File: src/rtl/generador_evento_if.sv
// Event-generator signal bundle: button/enable inputs and toggle-event outputs.
// master drives the button side; slave is the generador_evento block.
interface generador_evento_if;
    logic       boton;
    logic       habilitado;
    logic       Entrada_out;
    logic       ocupado;
    logic       rechazado;
    logic [3:0] Contador_Eventos;

    modport master (
        output boton,
        output habilitado,
        input  Entrada_out,
        input  ocupado,
        input  rechazado,
        input  Contador_Eventos
    );

    modport slave (
        input  boton,
        input  habilitado,
        output Entrada_out,
        output ocupado,
        output rechazado,
        output Contador_Eventos
    );
endinterface

File: src/rtl/generador_evento.sv
// Debounced push-button to toggle-encoded event generator with cooldown lockout.
// Optional auto-repeat while held: define GENERADOR_AUTOREPETIR_EN.
module generador_evento #(
    parameter int unsigned DEBOUNCE = 4,
    parameter int unsigned COOLDOWN = 8,
    parameter int unsigned REPETIR  = 16
) (
    input  logic               clk,
    input  logic               B_reset,
    generador_evento_if.slave  ev
);

    if (DEBOUNCE < 1 || DEBOUNCE > 255) begin : g_chk_debounce
        $error("DEBOUNCE must be in 1..255");
    end
    if (COOLDOWN < 1 || COOLDOWN > 255) begin : g_chk_cooldown
        $error("COOLDOWN must be in 1..255");
    end
    if (REPETIR < 1 || REPETIR > 255) begin : g_chk_repetir
        $error("REPETIR must be in 1..255");
    end

    typedef enum logic [1:0] {
        REPOSO,
        FILTRO,
        PRESIONADO,
        ESPERA
    } estado_t;

    localparam logic [7:0] DEB_LAST  = 8'(DEBOUNCE - 1);
    localparam logic [7:0] COOL_LAST = 8'(COOLDOWN - 1);
`ifdef GENERADOR_AUTOREPETIR_EN
    localparam logic [7:0] REP_LAST  = 8'(REPETIR - 1);
`endif

    estado_t    estado, estado_n;
    logic [7:0] cnt, cnt_n;
    logic       disparo;

    logic       sync_a, s, s_prev;
    logic       salida;
    logic [3:0] contador;
    logic       rechazo;

    // Two-flop synchronizer; s_prev tracks s so cooldown presses are edge-detected.
    always_ff @(posedge clk or posedge B_reset) begin
        if (B_reset) begin
            sync_a <= 1'b0;
            s      <= 1'b0;
            s_prev <= 1'b0;
        end else begin
            sync_a <= ev.boton;
            s      <= sync_a;
            s_prev <= s;
        end
    end

    always_ff @(posedge clk or posedge B_reset) begin
        if (B_reset) begin
            estado <= REPOSO;
            cnt    <= '0;
        end else begin
            estado <= estado_n;
            cnt    <= cnt_n;
        end
    end

    always_comb begin
        estado_n = estado;
        cnt_n    = cnt;
        disparo  = 1'b0;
        unique case (estado)
            REPOSO: begin
                cnt_n = '0;
                if (s && ev.habilitado) begin
                    estado_n = FILTRO;
                end
            end
            FILTRO: begin
                if (!s || !ev.habilitado) begin
                    estado_n = REPOSO;
                    cnt_n    = '0;
                end else if (cnt == DEB_LAST) begin
                    disparo  = 1'b1;
                    estado_n = PRESIONADO;
                    cnt_n    = '0;
                end else begin
                    cnt_n = cnt + 8'd1;
                end
            end
            PRESIONADO: begin
                if (!s) begin
                    estado_n = ESPERA;
                    cnt_n    = '0;
                end
`ifdef GENERADOR_AUTOREPETIR_EN
                else if (cnt == REP_LAST) begin
                    disparo = 1'b1;
                    cnt_n   = '0;
                end else begin
                    cnt_n = cnt + 8'd1;
                end
`endif
            end
            ESPERA: begin
                if (cnt == COOL_LAST) begin
                    estado_n = REPOSO;
                    cnt_n    = '0;
                end else begin
                    cnt_n = cnt + 8'd1;
                end
            end
            default: begin
                estado_n = REPOSO;
                cnt_n    = '0;
            end
        endcase
    end

    always_ff @(posedge clk or posedge B_reset) begin
        if (B_reset) begin
            salida   <= 1'b0;
            contador <= '0;
            rechazo  <= 1'b0;
        end else begin
            if (disparo) begin
                salida   <= ~salida;
                contador <= contador + 4'd1;
            end
            rechazo <= (estado == ESPERA) && s && !s_prev;
        end
    end

    assign ev.Entrada_out      = salida;
    assign ev.Contador_Eventos = contador;
    assign ev.rechazado        = rechazo;
    assign ev.ocupado          = (estado == ESPERA);

endmodule

File: src/flat_wrapper.sv
// flat-port wrapper written by rule: the top's interface ports become plain ports
module generador_evento_flat 
#(
    parameter int unsigned DEBOUNCE = 4,
    parameter int unsigned COOLDOWN = 8,
    parameter int unsigned REPETIR  = 16
)
  (clk, B_reset, ev_boton, ev_habilitado, ev_Entrada_out, ev_ocupado, ev_rechazado, ev_Contador_Eventos);
  generador_evento_if ev_i ();
  input  logic clk;
  input  logic B_reset;
  input wire logic [$bits(ev_i.boton)-1:0] ev_boton;
  input wire logic [$bits(ev_i.habilitado)-1:0] ev_habilitado;
  output wire logic [$bits(ev_i.Entrada_out)-1:0] ev_Entrada_out;
  output wire logic [$bits(ev_i.ocupado)-1:0] ev_ocupado;
  output wire logic [$bits(ev_i.rechazado)-1:0] ev_rechazado;
  output wire logic [$bits(ev_i.Contador_Eventos)-1:0] ev_Contador_Eventos;
  assign ev_i.boton = ev_boton;
  assign ev_i.habilitado = ev_habilitado;
  assign ev_Entrada_out = ev_i.Entrada_out;
  assign ev_ocupado = ev_i.ocupado;
  assign ev_rechazado = ev_i.rechazado;
  assign ev_Contador_Eventos = ev_i.Contador_Eventos;
  generador_evento #(.DEBOUNCE(DEBOUNCE), .COOLDOWN(COOLDOWN), .REPETIR(REPETIR)) u_core (.clk(clk), .B_reset(B_reset), .ev(ev_i));
endmodule
File: config.mk
export PLATFORM = sky130hd
export DESIGN_NAME = generador_evento_flat
export DESIGN_NICKNAME = d
export VERILOG_FILES = /design/src/rtl/generador_evento_if.sv /design/src/rtl/generador_evento.sv /design/src/flat_wrapper.sv
export SDC_FILE = /design/constraint.sdc
export NUM_CORES = 1
export LEC_CHECK = 0
export CORE_ASPECT_RATIO = 0.9
export CORE_UTILIZATION = 40
export DETAILED_ROUTE_END_ITERATION = 6
export GPL_ROUTABILITY_DRIVEN = 0
export PLACE_DENSITY = 0.67
export SYNTH_ARGS = -nofsm -noshare
export SYNTH_HDL_FRONTEND = slang
export SYNTH_SLANG_ARGS = --single-unit
File: constraint.sdc
create_clock -name clk -period 2.65 [get_ports clk]
set_input_delay 0.265 -clock clk [delete_from_list [all_inputs] [get_ports clk]]
set_output_delay 0.265 -clock clk [all_outputs]
set_load 0.02 [all_outputs]
==> impl_metrics.env, run 1 <==
export IMPL_power_frac_seq_pct=49.6
export IMPL_die_h_um=48.4
export IMPL_rsz0062_at_grt="false"
export IMPL_drtAntennaViolNets=0
export IMPL_async_reset_ff_share_pct=100
export IMPL_yosysTopAreaCell="dfrtp_1"
export IMPL_path_max_fanout=5
export IMPL_synthMuxAreaShare_pct=2.36
export IMPL_synth_top_family_by_area="simple AND/OR/NAND/NOR gates"
export IMPL_cts_resized=0
export IMPL_fin_nets=111
export IMPL_ios=11
export IMPL_cts_tree="built"
export IMPL_fin_skew_ns=0.00733
export IMPL_cp_required_ns=2.38
export IMPL_cpPeakStageDelay_ns=0.60
export IMPL_hold_ws_ns=0.363
export IMPL_numCtsBuffers=3
export IMPL_routedWlPerCell_um=13.3
export IMPL_clkTransAtPathRegs_ns=0.11
export IMPL_synthSimpleGateAreaFrac_pct=23.2
export IMPL_areaGrowthSynthToFinish_pct=16.0
export IMPL_final_core_util_pct=49.9
export IMPL_power_leakage_nw=0.501
export IMPL_yosysWarningCount=0
export IMPL_fmax_ghz=0.551
export IMPL_syn_avg_cell_area_um2=10.5
export IMPL_first_iter_violations=10
export IMPL_vias=707
export IMPL_critPathSlowestCell="clkdlybuf4s50_1"
export IMPL_peakVddDrop_uv=537
export IMPL_postCtsSetupBuffers=0
export IMPL_final_seq_area_um2=475
export IMPL_wl_um=1730
export IMPL_path_class="flip-flop to output port"
export IMPL_internal_power_w=0.000498
export IMPL_place_ws_ns=0.925
export IMPL_combPwrFrac_pct=31.2
export IMPL_die_area_mm2=0.00259
export IMPL_end_kind="output port"
export IMPL_grt_pass1_wl_um=2970
export IMPL_cts_sinks=19
export IMPL_die_w_um=53.5
export IMPL_status="finished, final reports clean"
export IMPL_synth_top_area_share_pct=49.7
export IMPL_clkPwrFrac_pct=19.2
export IMPL_initial_core_util_pct=43.0
export IMPL_min_period_ns=1.82
export IMPL_diodes=0
export IMPL_timing_slew_headroom_pct=53.0
export IMPL_clk_latency_ns=0.31
export IMPL_filler_cell_count=212
export IMPL_synth_adder_area_share_pct=3.93
export IMPL_firstDrtPassIters=4
export IMPL_htree_levels=1
export IMPL_pwr_density_cell_mw_per_mm2=696
export IMPL_grt_start_max_net_pins=20
export IMPL_dp_final_hpwl_um=1250
export IMPL_grt_pass1_vias=672
export IMPL_layout_setup_ws_ns=0.833
export IMPL_coreArea_mm2=0.00222
export IMPL_clockBufferDepth=2
export IMPL_critPathLaunchType="flip-flop"
export IMPL_holdBufCountCts=0
export IMPL_grt_use_total_pct=15.9
export IMPL_synth_compound_area_share_pct=14.7
export IMPL_syn_nets=98
export IMPL_yosysSeqAreaShare_pct=49.7
export IMPL_slew_viol_final=0
export IMPL_multi_input_area_um2=457
export IMPL_drcViolationCount=0
export IMPL_synth_area_um2=956
export IMPL_cp_data_arrival_time_ns=1.55
export IMPL_hold_path_class="primary input to asynchronous set/reset pin"
export IMPL_ys_types=33
export IMPL_grt_ovfl_total=0
export IMPL_synth_edf_count=0
export IMPL_synth_xor_area_share_pct=3.66
export IMPL_setup_viol=0
export IMPL_tns_ns=0
export IMPL_row_count=16
export IMPL_synth_seq_cells=19
export IMPL_switching_power_w=0.000273
export IMPL_grt_antenna_before_repair=0
export IMPL_drv_cap=0
export IMPL_synth_area_top_cells="dfrtp_1 50%, nand2_1 6.3%, ha_1 3.9%"
export IMPL_power_share_switching_pct=35.4
export IMPL_worstMarginPinSlew_ns=0.704
export IMPL_synth_cells=91
export IMPL_port_buffers=10
export IMPL_via_per_inst=5.44
export IMPL_cts_root_buffer="clkbuf_4"
export IMPL_drive_gt1_share_pct=9.71
export IMPL_path_cells="nand2_1, inv_1, clkdlybuf4s50_1"
export IMPL_ys_flop_type="dfrtp_1"
export IMPL_finalHoldViolations=0
export IMPL_period_share_pct=68.5
[worst max-delay path, delay by kind of cell (launching register included)]
family	cells	cell delay, ns
buffers and inverters	2	0.70
flip-flops	1	0.41
AND/OR/NAND/NOR	1	0.13
[state kept, by name, summed over array words and instances, names as in the netlist, named ones only]
register                    cells
u_core.s                        1
u_core.ev.Contador_Eventos      4
u_core.ev.Entrada_out           1
u_core.ev.rechazado             1
u_core.sync_a                   1
u_core.s_prev                   1
u_core.cnt                      8
u_core.estado                   1
[synthesized netlist by cell type, drive strengths merged (2+ instances only)]
library cell	instances
a21oi	2
and2	2
buf	2
dfrtp	19
ha	3
inv	4
mux2	2
nand2	16
nand3	5
nor2	6
nor3	3
o21a	2
o21ai	2
o22ai	5
xnor2	2
xor2	2
[per-stage QoR]
| stage | total power [W] | cell area, µm² | cells |
|---|---|---|---|
| 3_5_place_dp | 0.000630 | 1080 | 126 |
| 6_report | 0.000771 | 1110 | 130 |
| 5_1_grt | 0.000819 | 1110 | 130 |
| 4_1_cts | 0.000782 | 1110 | 130 |
| 3_3_place_gp | 0.000624 | 1080 | 126 |
| 2_1_floorplan | 0.000546 | 956 | 91 |
[layer usage]
layer | vias up | wire length (µm) | GRT usage [%]
met5 | - | 0 | 0
met4 | 0 | 16 | 5.26
met3 | 4 | 68 | 6.60
met2 | 14 | 796 | 23.1
met1 | 342 | 844 | 21.1
li1 | 347 | - | -
[cell families after synthesis]
logic type | after synthesis
muxes | 2
adders and majority gates | 3
AOI/OAI and AO/OA | 17
DFF | 19
xor gates and xnor gates | 4
and+or+nand+nor | 40
buffers and inverters | 6
[final cells by class]
type	count	area share [%]
Inverter	4	1.35
Tap cell	27	3.05
Multi-Input combinational cell	66	41.2
Clock buffer	3	2.03
Clock inverter	1	0.451
Sequential cell	19	42.9
Timing Repair Buffer	10	9.03
[cells in the final DEF, fill, tap and decap left out, drive strengths merged]
cell type,n
mux2,2
nor3,3
and3,1
o311ai,1
o211ai,1
o22ai,5
nor4,1
a21oi,2
o21a,2
xor2,2
a22o,1
o21ai,2
nand4b,1
nor2,6
xnor2,2
clkbuf,3
clkinv,1
nand3,5
nand2,16
inv,4
and2,2
ha,3
nor3b,1
o31a,1
nand3b,1
nor4b,1
a41oi,1
dfrtp,19
o2bb2ai,1
and3b,1
clkdlybuf4s50,10
or2,1
[power groups by stage]
stage / sequential (W) / combinational [W] / clock, W
2_1_floorplan: 0.000387 / 0.000159 / 0
3_3_place_gp: 0.000386 / 0.000238 / 0
4_1_cts: 0.000384 / 0.000242 / 0.000156
6_report: 0.000383 / 0.000241 / 0.000148
3_5_place_dp: 0.000390 / 0.000241 / 0
5_1_grt: 0.000389 / 0.000263 / 0.000167
[path summary, 6_finish.rpt]
kind / from / end / slack [ns] / cells after the start
max: flip-flop / ev_ocupado / 0.83 / 3
min: B_reset / u_core.cnt[3] / 0.36 / 2
max reg2reg: u_core.cnt[0] / u_core.cnt[1] / 0.94 / 5
min reg2reg: u_core.sync_a / u_core.s / 0.37 / 0
max in group asynchronous: B_reset / u_core.ev.Contador_Eventos[1] / 1.84 / 2
min in group clk: u_core.sync_a / u_core.s / 0.37 / 0
Power figures use the tool's default switching activity.
==> run 2: changes to the inputs <==
clock period = 1.8 ns   (was 2.65 ns; I/O delays follow)
==> run 2 against run 1 <==
  * Sequential power grew 48%
  * Combinational power grew 47%
  * Critical path type is now flip-flop to flip-flop
  * Total power grew 46%
  * Worst setup slack lost 0.67 ns
  * Clock skew grew 0.0011 ns
  * Sequential share of layout area shrank 0.95 points
  * First-iteration DRC count shrank 50%
  * Design area grew 2.3%
  * Clock power grew 39%
==> impl_metrics.env, run 2 (synthesis results as in run 1) <==
export IMPL_status="finished, final reports clean"
export IMPL_via_per_inst=5.22
export IMPL_reg2reg_slack_ns=0.16
export IMPL_min_period_ns=1.64
export IMPL_first_iter_violations=5
export IMPL_grt_pass1_wl_um=2950
export IMPL_cp_data_arrival_time_ns=1.83
export IMPL_rsz0062_at_grt="false"
export IMPL_pwr_density_cell_mw_per_mm2=994
export IMPL_dp_final_hpwl_um=1240
export IMPL_drv_cap=0
export IMPL_numCtsBuffers=3
export IMPL_holdBufCountCts=0
export IMPL_grt_use_total_pct=15.9
export IMPL_htree_levels=1
export IMPL_power_leakage_nw=0.528
export IMPL_critPathLaunchType="flip-flop"
export IMPL_grt_pass1_vias=637
export IMPL_top_register="u_core.cnt"
export IMPL_fin_skew_ns=0.00844
export IMPL_crit_reg2reg_launch="u_core.cnt[3]"
export IMPL_firstDrtPassIters=4
export IMPL_worstMarginPinSlew_ns=0.354
export IMPL_final_area_mm2=0.00113
export IMPL_clockBufferDepth=2
export IMPL_clkTransAtPathRegs_ns=0.10
export IMPL_wl_um=1660
export IMPL_end_kind="flip-flop"
export IMPL_ios=11
export IMPL_finalHoldViolations=0
export IMPL_diodes=0
export IMPL_cp_required_ns=1.99
export IMPL_largest_register_ff_count=8
export IMPL_layout_common_cells="19 x dfrtp_1, 16 x nand2_1, 9 x clkdlybuf4s50_1"
export IMPL_peakVddDrop_uv=719
export IMPL_worst_r2r_endpoint="u_core.cnt[1]"
export IMPL_drive_gt1_share_pct=12.3
export IMPL_port_buffers=10
export IMPL_cts_tree="built"
export IMPL_fmax_ghz=0.610
export IMPL_cts_root_buffer="clkbuf_4"
export IMPL_placed_area_mm2=0.00110
export IMPL_row_count=16
export IMPL_path_max_fanout=7
export IMPL_grt_antenna_before_repair=0
export IMPL_grt_start_max_net_pins=20
export IMPL_timing_slew_headroom_pct=76.4
export IMPL_period_share_pct=91.1
export IMPL_coreArea_mm2=0.00222
export IMPL_slew_viol_final=0
export IMPL_drtAntennaViolNets=0
export IMPL_fin_cells=133
export IMPL_placed_cells=129
export IMPL_fin_total_pwr_w=0.00113
export IMPL_ff2ff_path_depth=4
export IMPL_fin_nets=114
export IMPL_die_w_um=53.5
export IMPL_areaGrowthSynthToFinish_pct=18.6
export IMPL_initial_core_util_pct=43.0
export IMPL_routedWlPerCell_um=12.5
export IMPL_cts_sinks=19
export IMPL_die_area_mm2=0.00259
export IMPL_setup_viol=0
export IMPL_grt_ovfl_total=0
export IMPL_hold_path_class="primary input to asynchronous set/reset pin"
export IMPL_clk_latency_ns=0.29
export IMPL_cp_startpoint="u_core.cnt[3]"
export IMPL_die_h_um=48.4
export IMPL_endpoint="u_core.cnt[1]"
export IMPL_tns_ns=0
export IMPL_drcViolationCount=0
export IMPL_filler_cell_count=199
export IMPL_path_class="flip-flop to flip-flop"
export IMPL_vias=694
export IMPL_final_common_cell="dfrtp_1"
-- run 2: cell types whose count changed in the layout (fill, tap and decap cells not counted), sizes merged --
cell           previous run  this run
buf                       0         3
clkdlybuf4s50            10         9
dlymetal6s2s              0         1
-- run 2: report_power, final --
part / internal, W / switching [W]
Clock: 0.0000827 / 0.000123
Combinational: 0.000163 / 0.000191
Sequential: 0.000490 / 0.0000769
-- run 2: how the worst min path moves through the flow --
stage	startpoint	end	slack (ns)	depth (start not counted)
2_1_floorplan	B_reset	asynchronous set/reset pin	0.13	1
3_3_place_gp	u_core.sync_a	u_core.s	0.34	0
3_5_place_dp	u_core.sync_a	u_core.s	0.34	0
4_1_cts	B_reset	u_core.cnt[5]	0.19	3
5_1_grt	B_reset	u_core.cnt[2]	0.22	3
6_report	B_reset	u_core.cnt[2]	0.19	3
-- run 2: worst max-delay path: stages, from the launching register on --
cell,delay [ns]
dfrtp_1,0.49
nor2_1,0.30
a41oi_4,0.21
or2_1,0.29
a22o_1,0.24
-- run 2: layer usage --
layer / wire, µm / up-vias / GRT usage, %
li1: - / 352 / -
met1: 870 / 330 / 23.4
met2: 711 / 10 / 21.3
met3: 63 / 2 / 6.60
met4: 12 / 0 / 3.95
met5: 0 / - / 0
-- run 2: timing repair --
action,4_1_cts,5_1_grt
hold endpoints to repair,0,0
gates resized for setup,0,1
endpoints found under the setup margin,0,1
buffers inserted,0,0
-- run 2: metrics by stage --
stage,setup slack (ns),hold WS (ns),util (%)
after floorplan,0.291,0.131,-
after global placement,0.176,0.340,49.7
after detailed placement,0.164,0.342,49.7
after CTS,0.0342,0.190,50.9
after global routing,0.0935,0.220,51.0
final,0.161,0.195,51.0
-- run 2: layout make-up --
class | count | area, µm² | share of cell area [%]
flip-flops and latches | 19 | 475 | 41.9
multi-input cells | 66 | 457 | 40.3
repair buffers | 13 | 125 | 11.0
well taps | 27 | 33.8 | 2.98
clock buffers | 3 | 22.5 | 1.99
inverters | 4 | 15.0 | 1.32
clock inverters | 1 | 5.00 | 0.442
